--- config.mk ---
export PLATFORM = sky130hd
export DESIGN_NAME = alu_sequencer
export DESIGN_NICKNAME = d
export VERILOG_FILES = /design/src/rtl/alu_sequencer.sv
export SDC_FILE = /design/constraint.sdc
export NUM_CORES = 1
export LEC_CHECK = 0
export CAP_MARGIN = 0
export CORE_MARGIN = 8
export CORE_UTILIZATION = 55
export DETAILED_ROUTE_END_ITERATION = 8
export HOLD_SLACK_MARGIN = 0.05
export PLACE_DENSITY = 0.89
export SYNTH_ARGS = -nofsm -noshare
export SYNTH_HDL_FRONTEND = slang
export SYNTH_SLANG_ARGS = --single-unit
--- constraint.sdc ---
create_clock -name clk -period 9.9 [get_ports clk]
set_input_delay 1.98 -clock clk [delete_from_list [all_inputs] [get_ports clk]]
set_output_delay 1.98 -clock clk [all_outputs]
set_load 0.03 [all_outputs]
--- src/rtl/alu_sequencer.sv ---
`default_nettype none
// ============================================================================
// Module   : alu_sequencer
// Purpose  : Multi-cycle sequencer for the 16-bit ALU datapath. Accepts one
//            operation per start/done handshake and drives one shared ripple
//            adder and one logical barrel shifter. Runs ADD/ADC/SUB/SHL/SHR in
//            a single execute cycle. Runs a 16-iteration shift-and-add
//            multiply and a restoring divide on that same adder. Presents a
//            registered 32-bit result plus {E,V,N,Z,C} flags.
// Ports    : clk, reset (async, active-high)
//            start, opcode[3:0], operand1[15:0], operand2[15:0], status_in[3:0]
//            busy, done, result_hi[15:0], result_lo[15:0], status_out[4:0]
// Config   : ALU_SEQ_DIV_EN - builds the DIV state and the restoring-divide
//            logic. When it is undefined, opcode 6 is treated as illegal.
// Revision : 1.0 - initial release
// ============================================================================
module alu_sequencer #(
    parameter int WIDTH = 16
) (
    input  logic             clk,
    input  logic             reset,
    input  logic             start,
    input  logic [3:0]       opcode,
    input  logic [WIDTH-1:0] operand1,
    input  logic [WIDTH-1:0] operand2,
    input  logic [3:0]       status_in,
    output logic             busy,
    output logic             done,
    output logic [WIDTH-1:0] result_hi,
    output logic [WIDTH-1:0] result_lo,
    output logic [4:0]       status_out
);

    localparam logic [3:0] c_OP_ADD = 4'd0;
    localparam logic [3:0] c_OP_ADC = 4'd1;
    localparam logic [3:0] c_OP_SUB = 4'd2;
    localparam logic [3:0] c_OP_SHL = 4'd3;
    localparam logic [3:0] c_OP_SHR = 4'd4;
    localparam logic [3:0] c_OP_MUL = 4'd5;
`ifdef ALU_SEQ_DIV_EN
    localparam logic [3:0] c_OP_DIV = 4'd6;
`endif
    localparam logic [4:0] c_ITERS  = 5'd16;

    typedef enum logic [2:0] {
        S_IDLE = 3'd0,
        S_EXEC = 3'd1,
        S_MUL  = 3'd2,
        S_DIV  = 3'd3,
        S_DONE = 3'd4
    } state_t;

    state_t             r_state;
    state_t             w_state_nxt;
    logic [3:0]         r_op;
    logic [WIDTH-1:0]   r_opa;
    logic [WIDTH-1:0]   r_opb;
    logic               r_cin;
    logic [WIDTH-1:0]   r_hi;     // MUL upper accumulator / DIV remainder
    logic [WIDTH-1:0]   r_lo;     // MUL multiplier->product low / DIV quotient
    logic [4:0]         r_cnt;
    logic [4:0]         r_flags;

    logic [WIDTH-1:0]   w_add_a;
    logic [WIDTH-1:0]   w_add_b;
    logic               w_add_ci;
    logic [WIDTH:0]     w_sum;
    logic               w_ovf;
    logic [WIDTH:0]     w_shl_ext;
    logic [WIDTH:0]     w_shr_ext;
    logic [WIDTH-1:0]   w_ex_hi;
    logic [WIDTH-1:0]   w_ex_lo;
    logic               w_ex_c;
    logic               w_ex_v;
    logic               w_ex_e;
    logic               w_unused_status;

    // Only the carry bit of the incoming status is consumed.
    assign w_unused_status = ^status_in[3:1];

`ifdef ALU_SEQ_DIV_EN
    // Partial remainder after the left shift is 17 bits wide; its top bit
    // alone guarantees the trial subtraction succeeds.
    logic [WIDTH:0]     w_part;
    logic               w_no_borrow;
    assign w_part      = {r_hi, r_lo[WIDTH-1]};
    assign w_no_borrow = w_part[WIDTH] | w_sum[WIDTH];
`endif

    assign busy = (r_state != S_IDLE);

    // ------------------------------------------------------------------ FSM
    always_ff @(posedge clk or posedge reset) begin
        if (reset) r_state <= S_IDLE;
        else       r_state <= w_state_nxt;
    end

    always_comb begin
        w_state_nxt = r_state;
        case (r_state)
            S_IDLE: begin
                if (start) begin
                    if (opcode == c_OP_MUL)
                        w_state_nxt = S_MUL;
`ifdef ALU_SEQ_DIV_EN
                    else if (opcode == c_OP_DIV && operand2 != '0)
                        w_state_nxt = S_DIV;
`endif
                    else
                        w_state_nxt = S_EXEC;
                end
            end
            S_EXEC:       w_state_nxt = S_DONE;
            S_MUL, S_DIV: if (r_cnt == c_ITERS) w_state_nxt = S_DONE;
            S_DONE:       w_state_nxt = S_IDLE;
            default:      w_state_nxt = S_IDLE;
        endcase
    end

    // ---------------------------------------------------- shared ripple adder
    always_comb begin
        w_add_a  = r_opa;
        w_add_b  = r_opb;
        w_add_ci = 1'b0;
        case (r_state)
            S_EXEC: begin
                if (r_op == c_OP_ADC) w_add_ci = r_cin;
                if (r_op == c_OP_SUB) begin
                    w_add_b  = ~r_opb;
                    w_add_ci = 1'b1;
                end
            end
            S_MUL: begin
                w_add_a = r_hi;
                w_add_b = r_lo[0] ? r_opb : '0;
            end
`ifdef ALU_SEQ_DIV_EN
            S_DIV: begin
                w_add_a  = w_part[WIDTH-1:0];
                w_add_b  = ~r_opb;
                w_add_ci = 1'b1;
            end
`endif
            default: ;
        endcase
    end

    assign w_sum = {1'b0, w_add_a} + {1'b0, w_add_b} + {{WIDTH{1'b0}}, w_add_ci};
    assign w_ovf = (w_add_a[WIDTH-1] == w_add_b[WIDTH-1]) &&
                   (w_sum[WIDTH-1] != w_add_a[WIDTH-1]);

    // Extra guard bit catches the last bit shifted out; it stays 0 for amount 0.
    assign w_shl_ext = {1'b0, r_opa} << r_opb[3:0];
    assign w_shr_ext = {r_opa, 1'b0} >> r_opb[3:0];

    // ------------------------------------------------ single-cycle results
    always_comb begin
        w_ex_hi = '0;
        w_ex_lo = '0;
        w_ex_c  = 1'b0;
        w_ex_v  = 1'b0;
        w_ex_e  = 1'b0;
        case (r_op)
            c_OP_ADD, c_OP_ADC: begin
                w_ex_lo = w_sum[WIDTH-1:0];
                w_ex_c  = w_sum[WIDTH];
                w_ex_v  = w_ovf;
            end
            c_OP_SUB: begin
                w_ex_lo = w_sum[WIDTH-1:0];
                w_ex_c  = ~w_sum[WIDTH];    // borrow
                w_ex_v  = w_ovf;
            end
            c_OP_SHL: begin
                w_ex_lo = w_shl_ext[WIDTH-1:0];
                w_ex_c  = w_shl_ext[WIDTH];
            end
            c_OP_SHR: begin
                w_ex_lo = w_shr_ext[WIDTH:1];
                w_ex_c  = w_shr_ext[0];
            end
`ifdef ALU_SEQ_DIV_EN
            c_OP_DIV: begin                 // reaches EXEC only for divisor 0
                w_ex_lo = '1;
                w_ex_hi = r_opa;
                w_ex_e  = 1'b1;
            end
`endif
            default: w_ex_e = 1'b1;
        endcase
    end

    // --------------------------------------------------------- datapath
    always_ff @(posedge clk or posedge reset) begin
        if (reset) begin
            r_op       <= '0;
            r_opa      <= '0;
            r_opb      <= '0;
            r_cin      <= 1'b0;
            r_hi       <= '0;
            r_lo       <= '0;
            r_cnt      <= '0;
            r_flags    <= '0;
            done       <= 1'b0;
            result_hi  <= '0;
            result_lo  <= '0;
            status_out <= '0;
        end else begin
            done <= 1'b0;
            case (r_state)
                S_IDLE: begin
                    if (start) begin
                        r_op  <= opcode;
                        r_opa <= operand1;
                        r_opb <= operand2;
                        r_cin <= status_in[0];
                        r_hi  <= '0;
                        r_lo  <= operand1;
                        r_cnt <= '0;
                    end
                end
                S_EXEC: begin
                    r_hi    <= w_ex_hi;
                    r_lo    <= w_ex_lo;
                    r_flags <= {w_ex_e, w_ex_v, w_ex_lo[WIDTH-1],
                                (w_ex_lo == '0), w_ex_c};
                end
                S_MUL: begin
                    if (r_cnt != c_ITERS) begin
                        // Add-if-LSB, then shift {carry,hi,lo} right by one.
                        r_hi  <= w_sum[WIDTH:1];
                        r_lo  <= {w_sum[0], r_lo[WIDTH-1:1]};
                        r_cnt <= r_cnt + 5'd1;
                    end else begin
                        r_flags <= {2'b00, r_hi[WIDTH-1],
                                    ({r_hi, r_lo} == '0), 1'b0};
                    end
                end
`ifdef ALU_SEQ_DIV_EN
                S_DIV: begin
                    if (r_cnt != c_ITERS) begin
                        r_hi  <= w_no_borrow ? w_sum[WIDTH-1:0] : w_part[WIDTH-1:0];
                        r_lo  <= {r_lo[WIDTH-2:0], w_no_borrow};
                        r_cnt <= r_cnt + 5'd1;
                    end else begin
                        r_flags <= {2'b00, r_lo[WIDTH-1], (r_lo == '0), 1'b0};
                    end
                end
`endif
                S_DONE: begin
                    done       <= 1'b1;
                    result_hi  <= r_hi;
                    result_lo  <= r_lo;
                    status_out <= r_flags;
                end
                default: ;
            endcase
        end
    end

endmodule
`default_nettype wire
==> flow_summary.yaml, run 1 <==
place:
  dpl_cell_area_um2: 8520
  dp_slack_ns: 4.53
  hpwlAfterDp_mm: 16.7
  gp_congestion: 1.04
  portBuffers: 78
synthesis:
  synth-adder-area-share_pct: 3.32
  postSynthAreaPerCell_um2: 9.72
  synth.distinct_cells: 70
  yosys.area_share.simple_pct: 15.8
  ys_seq_area_share_pct: 39.4
  ys_seq_elements: 120
  synth_top_family_by_area: "multiplexers"
  synth_xor_area_share_pct: 1.95
  async_flop_share_pct: 100
  mappedNetlistNets: 846
  synth_area_um2: 7620
  synth.area.mux_share_pct: 19.1
  synth_compound_area_share_pct: 16.8
  synth_flop_cell: "dfrtp_1"
  synth-edff-count: 0
  ys_warn_count: 0
  syn_inst: 784
worst_setup_path:
  worst-r2r-setup-slack_ns: 4.24
  path_class: "register to register"
  critPathSlowestCell: "nor2_1"
  cp.arrival_ns: 6.03
  slowest_delay_ns: 0.97
  cp_cell_sequence: "nor3b_4, buf_4, nor2_1, a211oi_2, buf_4, a21oi_1, fa_1, inv_1, fa_1, nand2b_1, a21oi_1, o21ai_0, o21ai_0, a22o_1, mux2i_1, o211ai_1, nor4_1, a221o_1"
  critPathRequiredTime_ns: 10.27
  worst_setup_path_end_kind: "register"
  cp-start-kind: "register"
  path_max_fanout: 37
timing:
  fmax_mhz: 177
  worst_slew_pin_slew_ns: 1.23
  period_share_pct: 57.2
  setup_ws_ns: 4.24
  rsz0062_at_grt: "no"
  maxSlewViolCount: 0
  setup_viol: 0
  finalHoldViolCount: 0
  tns_ns: 0
  fin_skew_ns: 0.0137
  slew_headroom_pct: 17.8
  period_needed_ns: 5.66
grt:
  grt_use_met2_pct: 41.2
  grt_antenna_before_repair: 0
  grt_pass1_wl_mm: 37.8
  grt_usage_pct: 27.1
  use_met1_pct: 34.2
  grt_max_degree: 65
  gr-total-overflow: 0
  use_met3_pct: 7.76
  grt_most_used_layer: "met2"
  first_global_vias: 6856
clock_tree:
  htree_levels: 4
  insertion_delay_ns: 0.43
  cts_hold_buffers: 0
  cts_tree: "built"
  cts_root_buf: "clkbuf_16"
  ctsResizeCount: 0
  cts.clk_slew.worst_paths_ns: 0.06
  clock-sinks: 120
  cts_setup_buffers: 0
  cts_buffer_depth: 2
  cts_made_buffers: 17
run_status:
  status: "complete, no violations"
power:
  ir_drop_v: 0.000134
  leakagePower_nw: 3.98
  power_mw: 1.13
  power.density_nw_per_um2: 124
routing:
  firstDrtPassIters: 6
  drtIter0Drc: 1067
  routed_wl_mm: 23.7
  vias: 6851
  via_per_inst: 6.61
  drc_errors: 0
  wl_per_cell_um: 22.9
  drtAntennaViolNets: 0
final_layout:
  final_cell_area_um2: 9100
  layout_common_cells: "dfrtp_1 (119), nand2_1 (114), mux2_2 (80)"
  diodes: 0
  drive_above_1_share_pct: 18.6
  layout_commonest_cell: "dfrtp_1"
  area_growth_pct: 19.4
  nFillCells: 1021
  final_nets: 906
  fin_util_pct: 66.3
floorplanning:
  initial_core_util_pct: 55.5
  die_w_um: 134
  die_area_um2: 17900
  core_um2: 13700
  rows: 43
  ios: 82
  die_y_um: 134
hold_path:
  hold_path_class: "register to register"
flow_run:
  drv_cap: 0
==> power by group <==
group          leakage (nW)  switching (mW)  internal [mW]
sequential             1.58               0          0.491
combinational          2.12          0.0149         0.0156
clock                 0.277           0.251          0.358
==> final timing paths <==
path                       startpoint          to  cells after the start
setup / recovery           r_state[2]  r_flags[1]                     18
hold / removal             r_flags[4]  r_flags[4]                      2
setup reg to reg           r_state[2]  r_flags[1]                     18
hold reg to reg            r_flags[4]  r_flags[4]                      2
max in group asynchronous       reset    r_opb[8]                      3
min in group asynchronous       reset     r_lo[2]                      2
==> through the flow <==
| stage | instances | hold slack [ns] |
|---|---|---|
| 3_5_place_dp | 1005 | 0.477 |
| 2_1_floorplan | 784 | 0.438 |
| 6_report | 1037 | 0.495 |
| 4_1_cts | 1037 | 0.492 |
| 5_1_grt | 1037 | 0.520 |
| 3_3_place_gp | 1005 | 0.462 |
==> registers in the layout (all words and copies together), names as in the netlist <==
register / flops
done: 1
r_cin: 1
r_cnt: 5
r_flags: 5
r_hi: 16
r_lo: 16
r_op: 4
r_opa: 16
r_opb: 16
r_state: 3
result_hi: 16
result_lo: 16
status_out: 5
==> critical path, delay by kind of cell (launching register included) <==
family / cells / cell delay, ns
buffers and inverters: 3 / 0.61
adders and majority gates: 2 / 0.62
muxes: 1 / 0.23
AOI/OAI and AO/OA: 8 / 1.81
and+or+nand+nor: 4 / 1.70
DFF: 1 / 0.62
==> routing by layer <==
layer  up-vias  share of wire, %
met5         -                 0
met4         0               5.0
met3        93                11
met2       443                45
met1      3306                40
li1       3009                 -
==> Yosys cell counts (7+ instances only) <==
cell        n  share of area (%)
nor2_1     69                3.4
a211oi_1    9               0.89
mux2i_1    24                3.2
o22ai_1     7               0.57
nand2_1   114                5.6
xor2_1     13                1.5
nor4_1     11               0.90
nand2b_1    9               0.74
nand4_1     7               0.57
buf_2       7               0.46
clkbuf_1   35                1.7
a221oi_1   12                1.4
a21oi_1    48                3.2
nand3_1     8               0.53
inv_1      12               0.59
ha_1       17                2.8
a22o_1     12                1.4
o21ai_0    43                2.8
dfrtp_1   120                 39
mux2_2     80                 12
mux4_2     14                4.1
o211ai_1    7               0.69
==> kinds of logic (layout without fill, tap and decap cells) <==
kind of cell	after synthesis	in the layout
xor gates and xnor gates	17	17
and+or+nand+nor	260	260
buffers and inverters	63	136
DFF	120	120
adders and majority gates	19	19
AOI/OAI and AO/OA	187	187
muxes	118	118
==> layout make-up <==
class | count | area, um^2 | share of cell area [%]
repair buffers | 90 | 871 | 9.57
well taps | 180 | 225 | 2.47
inverters | 14 | 55.1 | 0.605
flip-flops and latches | 120 | 3000 | 33.0
clock buffers | 18 | 439 | 4.83
clock inverters | 14 | 141 | 1.55
multi-input cells | 601 | 4370 | 48.0
Note: power is estimated with default switching activity, not from simulation.
==> run 2, diff against run 1 <==
--- a/config.mk
+++ b/config.mk
@@ -7,10 +7,10 @@
 export LEC_CHECK = 0
 export CAP_MARGIN = 0
 export CORE_MARGIN = 8
-export CORE_UTILIZATION = 55
+export CORE_UTILIZATION = 52
 export DETAILED_ROUTE_END_ITERATION = 8
 export HOLD_SLACK_MARGIN = 0.05
-export PLACE_DENSITY = 0.89
+export PLACE_DENSITY = 0.88
 export SYNTH_ARGS = -nofsm -noshare
 export SYNTH_HDL_FRONTEND = slang
 export SYNTH_SLANG_ARGS = --single-unit
==> constraint.sdc (replaced) <==
create_clock -name clk -period 5.2 [get_ports clk]
set_input_delay 1.04 -clock clk [delete_from_list [all_inputs] [get_ports clk]]
set_output_delay 1.04 -clock clk [all_outputs]
set_load 0.03 [all_outputs]
==> flow_summary.yaml, run 2 (synthesized netlist as in run 1, its figures left out) <==
clock_tree:
  cts_root_buf: "clkbuf_16"
  cts_made_buffers: 17
  cts_tree: "built"
  htree_levels: 4
  cts_setup_buffers: 0
  cts_buffer_depth: 2
  clock-sinks: 120
  cts_hold_buffers: 0
  insertion_delay_ns: 0.42
  cts.clk_slew.worst_paths_ns: 0.06
  ctsResizeCount: 0
worst_setup_path:
  path_buf_inv: 0
  slowest_delay_ns: 0.71
  worst-r2r-setup-slack_ns: 0.44
  path_max_fanout: 9
  cp_cell_sequence: "or2_1, nor2_1, nor2_1, a211oi_2, a21oi_1, fa_1, a211oi_1, o211ai_1, a31oi_1, o21ai_0, o211a_1, mux2i_1, nor4_1, o21ai_0, mux2_2"
  path_class: "register to register"
  reg2reg_to: "r_flags[2]"
  cp.arrival_ns: 5.07
  path_delay_family: "compound AO/OA/AOI/OAI gates"
  r2r-start: "r_op[3]"
  worst_setup_path_end_kind: "register"
  cp-start-kind: "register"
  rr_worst_depth: 15
  critPathSlowestCell: "nor4_1"
  critPathRequiredTime_ns: 5.51
place:
  dpl_cell_area_um2: 8590
  hpwlAfterDp_mm: 17.2
  dpl.cell_count: 1016
  gp_congestion: 0.964
  portBuffers: 78
routing:
  drtIter0Drc: 1193
  vias: 6949
  drtAntennaViolNets: 0
  routed_wl_mm: 24.3
  via_per_inst: 6.62
  wl_per_cell_um: 23.1
  firstDrtPassIters: 7
  drc_errors: 0
flow_run:
  drv_cap: 0
final_layout:
  drive_above_1_share_pct: 19.2
  layout_common_cells: "dfrtp_1 (119), nand2_1 (114), mux2_2 (80)"
  final_cell_area_um2: 9220
  nFillCells: 1133
  final_nets: 913
  layout_commonest_cell: "dfrtp_1"
  fin_cells: 1049
  area_growth_pct: 20.9
grt:
  first_global_vias: 6813
  grt_usage_pct: 26.4
  gr-total-overflow: 0
  grt_max_degree: 64
  grt_pass1_wl_mm: 38.3
  grt_antenna_before_repair: 0
timing:
  tns_ns: 0
  period_needed_ns: 4.76
  maxSlewViolCount: 0
  rsz0062_at_grt: "no"
  fin_skew_ns: 0.00776
  setup_viol: 0
  fmax_mhz: 210
  finalHoldViolCount: 0
  worst_slew_pin_slew_ns: 0.931
  slew_headroom_pct: 37.5
  period_share_pct: 91.6
  timing.hold.ws_ns: 0.502
floorplanning:
  core_um2: 14400
  die_area_um2: 18800
  ios: 82
  initial_core_util_pct: 52.8
  die_w_um: 137
  die_y_um: 137
  rows: 44
power:
  power_mw: 2.22
  power.density_nw_per_um2: 241
  ir_drop_v: 0.000202
  leakagePower_nw: 4.03
hold_path:
  holdCritStartpoint: "status_out[3]"
  min_delay_path_depth: 1
  min_to: "status_out[3]"
  hold_path_class: "register to register"
run_status:
  status: "complete, no violations"
-- run 2: how the worst max path moves through the flow --
stage                          start         end  slack, ns  depth (start not counted)
after floorplan                reset        done       0.97                          1
after global placement       r_op[3]  r_flags[2]       0.74                         15
after detailed placement  r_state[1]  r_flags[2]       0.64                         16
after CTS                    r_op[1]  r_flags[1]       0.59                         18
after global routing         r_op[0]    r_lo[14]       0.07                         18
final                        r_op[3]  r_flags[2]       0.44                         15
-- run 2: cell type report --
class	instances	area (um^2)	area share, %
multi-input cells	601	4370	47.4
flip-flops and latches	120	3000	32.6
repair buffers	97	936	10.2
clock buffers	19	453	4.92
well taps	184	230	2.50
clock inverters	13	169	1.83
inverters	14	55.1	0.597
diodes	1	2.50	0.0272
-- run 2: metal layers --
| layer | part of all wire (%) | wire length [um] | GRT usage [%] | up-vias |
|---|---|---|---|---|
| li1 | - | - | - | 3036 |
| met1 | 40 | 9600 | 34.1 | 3385 |
| met2 | 47 | 11300 | 40.4 | 426 |
| met3 | 9.8 | 2380 | 7.09 | 102 |
| met4 | 4.1 | 996 | 13.0 | 0 |
| met5 | 0 | 0 | 0 | - |
-- run 2: power breakdown --
part           switching (mW)  total [mW]  internal, mW
Combinational          0.0289      0.0596        0.0307
Sequential                  0       0.934         0.934
Clock                   0.446        1.23         0.782
-- run 2: through the flow --
stage / util [%] / setup slack (ns)
2_1_floorplan: - / 0.974
5_1_grt: 63.9 / 0.0712
4_1_cts: 63.9 / 0.586
3_3_place_gp: 59.6 / 0.744
6_report: 63.9 / 0.437
3_5_place_dp: 59.6 / 0.644
-- run 2: worst register-to-register path, stage by stage, from the launching register on --
cell,delay [ns]
dfrtp_1,0.44
or2_1,0.36
nor2_1,0.20
nor2_1,0.07
a211oi_2,0.30
a21oi_1,0.16
fa_1,0.46
a211oi_1,0.45
o211ai_1,0.21
a31oi_1,0.32
o21ai_0,0.14
o211a_1,0.18
mux2i_1,0.13
nor4_1,0.71
o21ai_0,0.21
mux2_2,0.30
==> run 3, diff against run 2 <==
--- a/config.mk
+++ b/config.mk
@@ -7,10 +7,11 @@
 export LEC_CHECK = 0
 export CAP_MARGIN = 0
 export CORE_MARGIN = 8
-export CORE_UTILIZATION = 52
+export CORE_UTILIZATION = 55
+export CTS_CLUSTER_SIZE = 12
 export DETAILED_ROUTE_END_ITERATION = 8
 export HOLD_SLACK_MARGIN = 0.05
-export PLACE_DENSITY = 0.88
+export PLACE_DENSITY = 0.78
 export SYNTH_ARGS = -nofsm -noshare
 export SYNTH_HDL_FRONTEND = slang
 export SYNTH_SLANG_ARGS = --single-unit
==> constraint.sdc (replaced) <==
create_clock -name clk -period 6.2 [get_ports clk]
set_input_delay 1.24 -clock clk [delete_from_list [all_inputs] [get_ports clk]]
set_output_delay 1.24 -clock clk [all_outputs]
set_load 0.03 [all_outputs]
==> flow_summary.yaml, run 3 (synthesized netlist as in run 1, its figures left out) <==
run_status:
  status: "complete, no violations"
final_layout:
  layout_common_cells: "dfrtp_1 (119), nand2_1 (114), mux2_2 (80)"
  nFillCells: 1037
  layout_commonest_cell: "dfrtp_1"
  drive_above_1_share_pct: 18.4
  fin_util_pct: 66.2
  final_nets: 905
  area_growth_pct: 19.1
routing:
  wl_per_cell_um: 24.9
  via_per_inst: 6.64
  firstDrtPassIters: 8
  drtIter0Drc: 932
  drtAntennaViolNets: 0
  vias: 6882
  drc_errors: 0
  routed_wl_mm: 25.7
clock_tree:
  cts_root_buf: "clkbuf_16"
  cts_made_buffers: 17
  cts_buffer_depth: 2
  cts_setup_buffers: 0
  htree_levels: 4
  insertion_delay_ns: 0.42
  clock-sinks: 120
  cts_hold_buffers: 0
  cts.clk_slew.worst_paths_ns: 0.05
  cts_tree: "built"
  ctsResizeCount: 0
place:
  dp_slack_ns: 0.947
  hpwlAfterDp_mm: 18.5
  gp_congestion: 1.01
  portBuffers: 78
flow_run:
  drv_cap: 0
timing:
  tns_ns: 0
  period_share_pct: 88.6
  fmax_mhz: 182
  rsz0062_at_grt: "no"
  period_needed_ns: 5.49
  worst_slew_pin_slew_ns: 1.37
  maxSlewViolCount: 0
  finalHoldViolCount: 0
  fin_skew_ns: 0.00885
  setup_ws_ns: 0.710
  setup_viol: 0
  slew_headroom_pct: 8.81
  timing.hold.ws_ns: 0.501
floorplanning:
  die_area_um2: 17900
  die_y_um: 134
  core_um2: 13700
  ios: 82
  initial_core_util_pct: 55.5
  die_w_um: 134
  rows: 43
hold_path:
  hold_path_class: "register to register"
  min_to: "status_out[1]"
  holdCritStartpoint: "status_out[1]"
  min_delay_path_depth: 1
worst_setup_path:
  crit_path_start: "r_op[1]"
  path_class: "register to register"
  reg2reg_to: "r_flags[1]"
  worst_setup_path_end_kind: "register"
  cp-start-kind: "register"
  cp.arrival_ns: 5.84
  rr_worst_depth: 18
  path_max_fanout: 11
  critPathRequiredTime_ns: 6.55
  r2r-start: "r_op[1]"
  worst-r2r-setup-slack_ns: 0.71
grt:
  first_global_vias: 6716
  grt_pass1_wl_mm: 39.5
  grt_max_degree: 63
  grt_antenna_before_repair: 0
  gr-total-overflow: 0
  grt_usage_pct: 28.8
power:
  power.density_nw_per_um2: 196
  seqPwrFrac_pct: 43.9
  p_comb_share_pct: 2.7
  leakagePower_nw: 3.97
  ir_drop_v: 0.000166
  p_sw_share_pct: 23.1
  switchingPower_uw: 411
  p_int_mw: 1.37
  p_clk_share_pct: 53.3
run 3: cell types whose count changed in the layout (fill, tap and decap cells not counted), sizes merged:
cell      change
clkinv        +2
clkinvlp      -2
clkbuf        -1
inv           +2
buf           -8
bufinv        -2
run 3: metrics by stage:
stage	total power [mW]	instance area, um^2	instances
finish	1.78	9080	1036
global route	1.82	9070	1035
CTS	1.79	9070	1035
detailed placement	0.847	8510	1004
global placement	0.845	8510	1004
floorplan	0.813	7620	784
run 3: worst max path at each step:
stage                            end
after detailed placement    r_lo[14]
after global placement      r_lo[14]
after floorplan                 done
after global routing        r_lo[14]
after CTS                 r_flags[1]
final                     r_flags[1]
run 3: worst max-delay path: stages, from the launching register on:
cell and delay (ns):
dfrtp_1 0.51, o21a_1 0.28, nor2_1 0.27, nand2_1 0.31, nor3_2 0.58, buf_4 0.30, nor2_1 0.05, a21oi_1 0.17
inv_1 0.08, fa_1 0.42, nand2b_1 0.18, a21oi_1 0.31, o21ai_0 0.27, o21ai_0 0.37, a22o_1 0.25, mux2i_1 0.22
o211ai_1 0.18, nor4_1 0.43, a221o_1 0.22
run 3: layout make-up:
cell class	count	area, um^2	area share [%]
Antenna cell	1	2.50	0.0276
Clock buffer	18	439	4.84
Clock inverter	13	121	1.34
Inverter	14	55.1	0.607
Multi-Input combinational cell	601	4370	48.1
Sequential cell	120	3000	33.1
Tap cell	180	225	2.48
Timing Repair Buffer	89	863	9.51
run 3: per-layer routing:
layer	up-vias	track usage, %	wire, um
li1	3007	-	-
met1	3380	38.0	10600
met2	415	43.6	11700
met3	80	5.69	2220
met4	0	16.0	1180
met5	-	0	0
run 3: power by group through the flow:
stage	sequential (mW)	clock [mW]	combinational, mW
4_1_cts	0.783	0.954	0.0496
6_report	0.783	0.950	0.0490
3_3_place_gp	0.797	0	0.0480
2_1_floorplan	0.798	0	0.0151
3_5_place_dp	0.797	0	0.0492
5_1_grt	0.783	0.983	0.0540
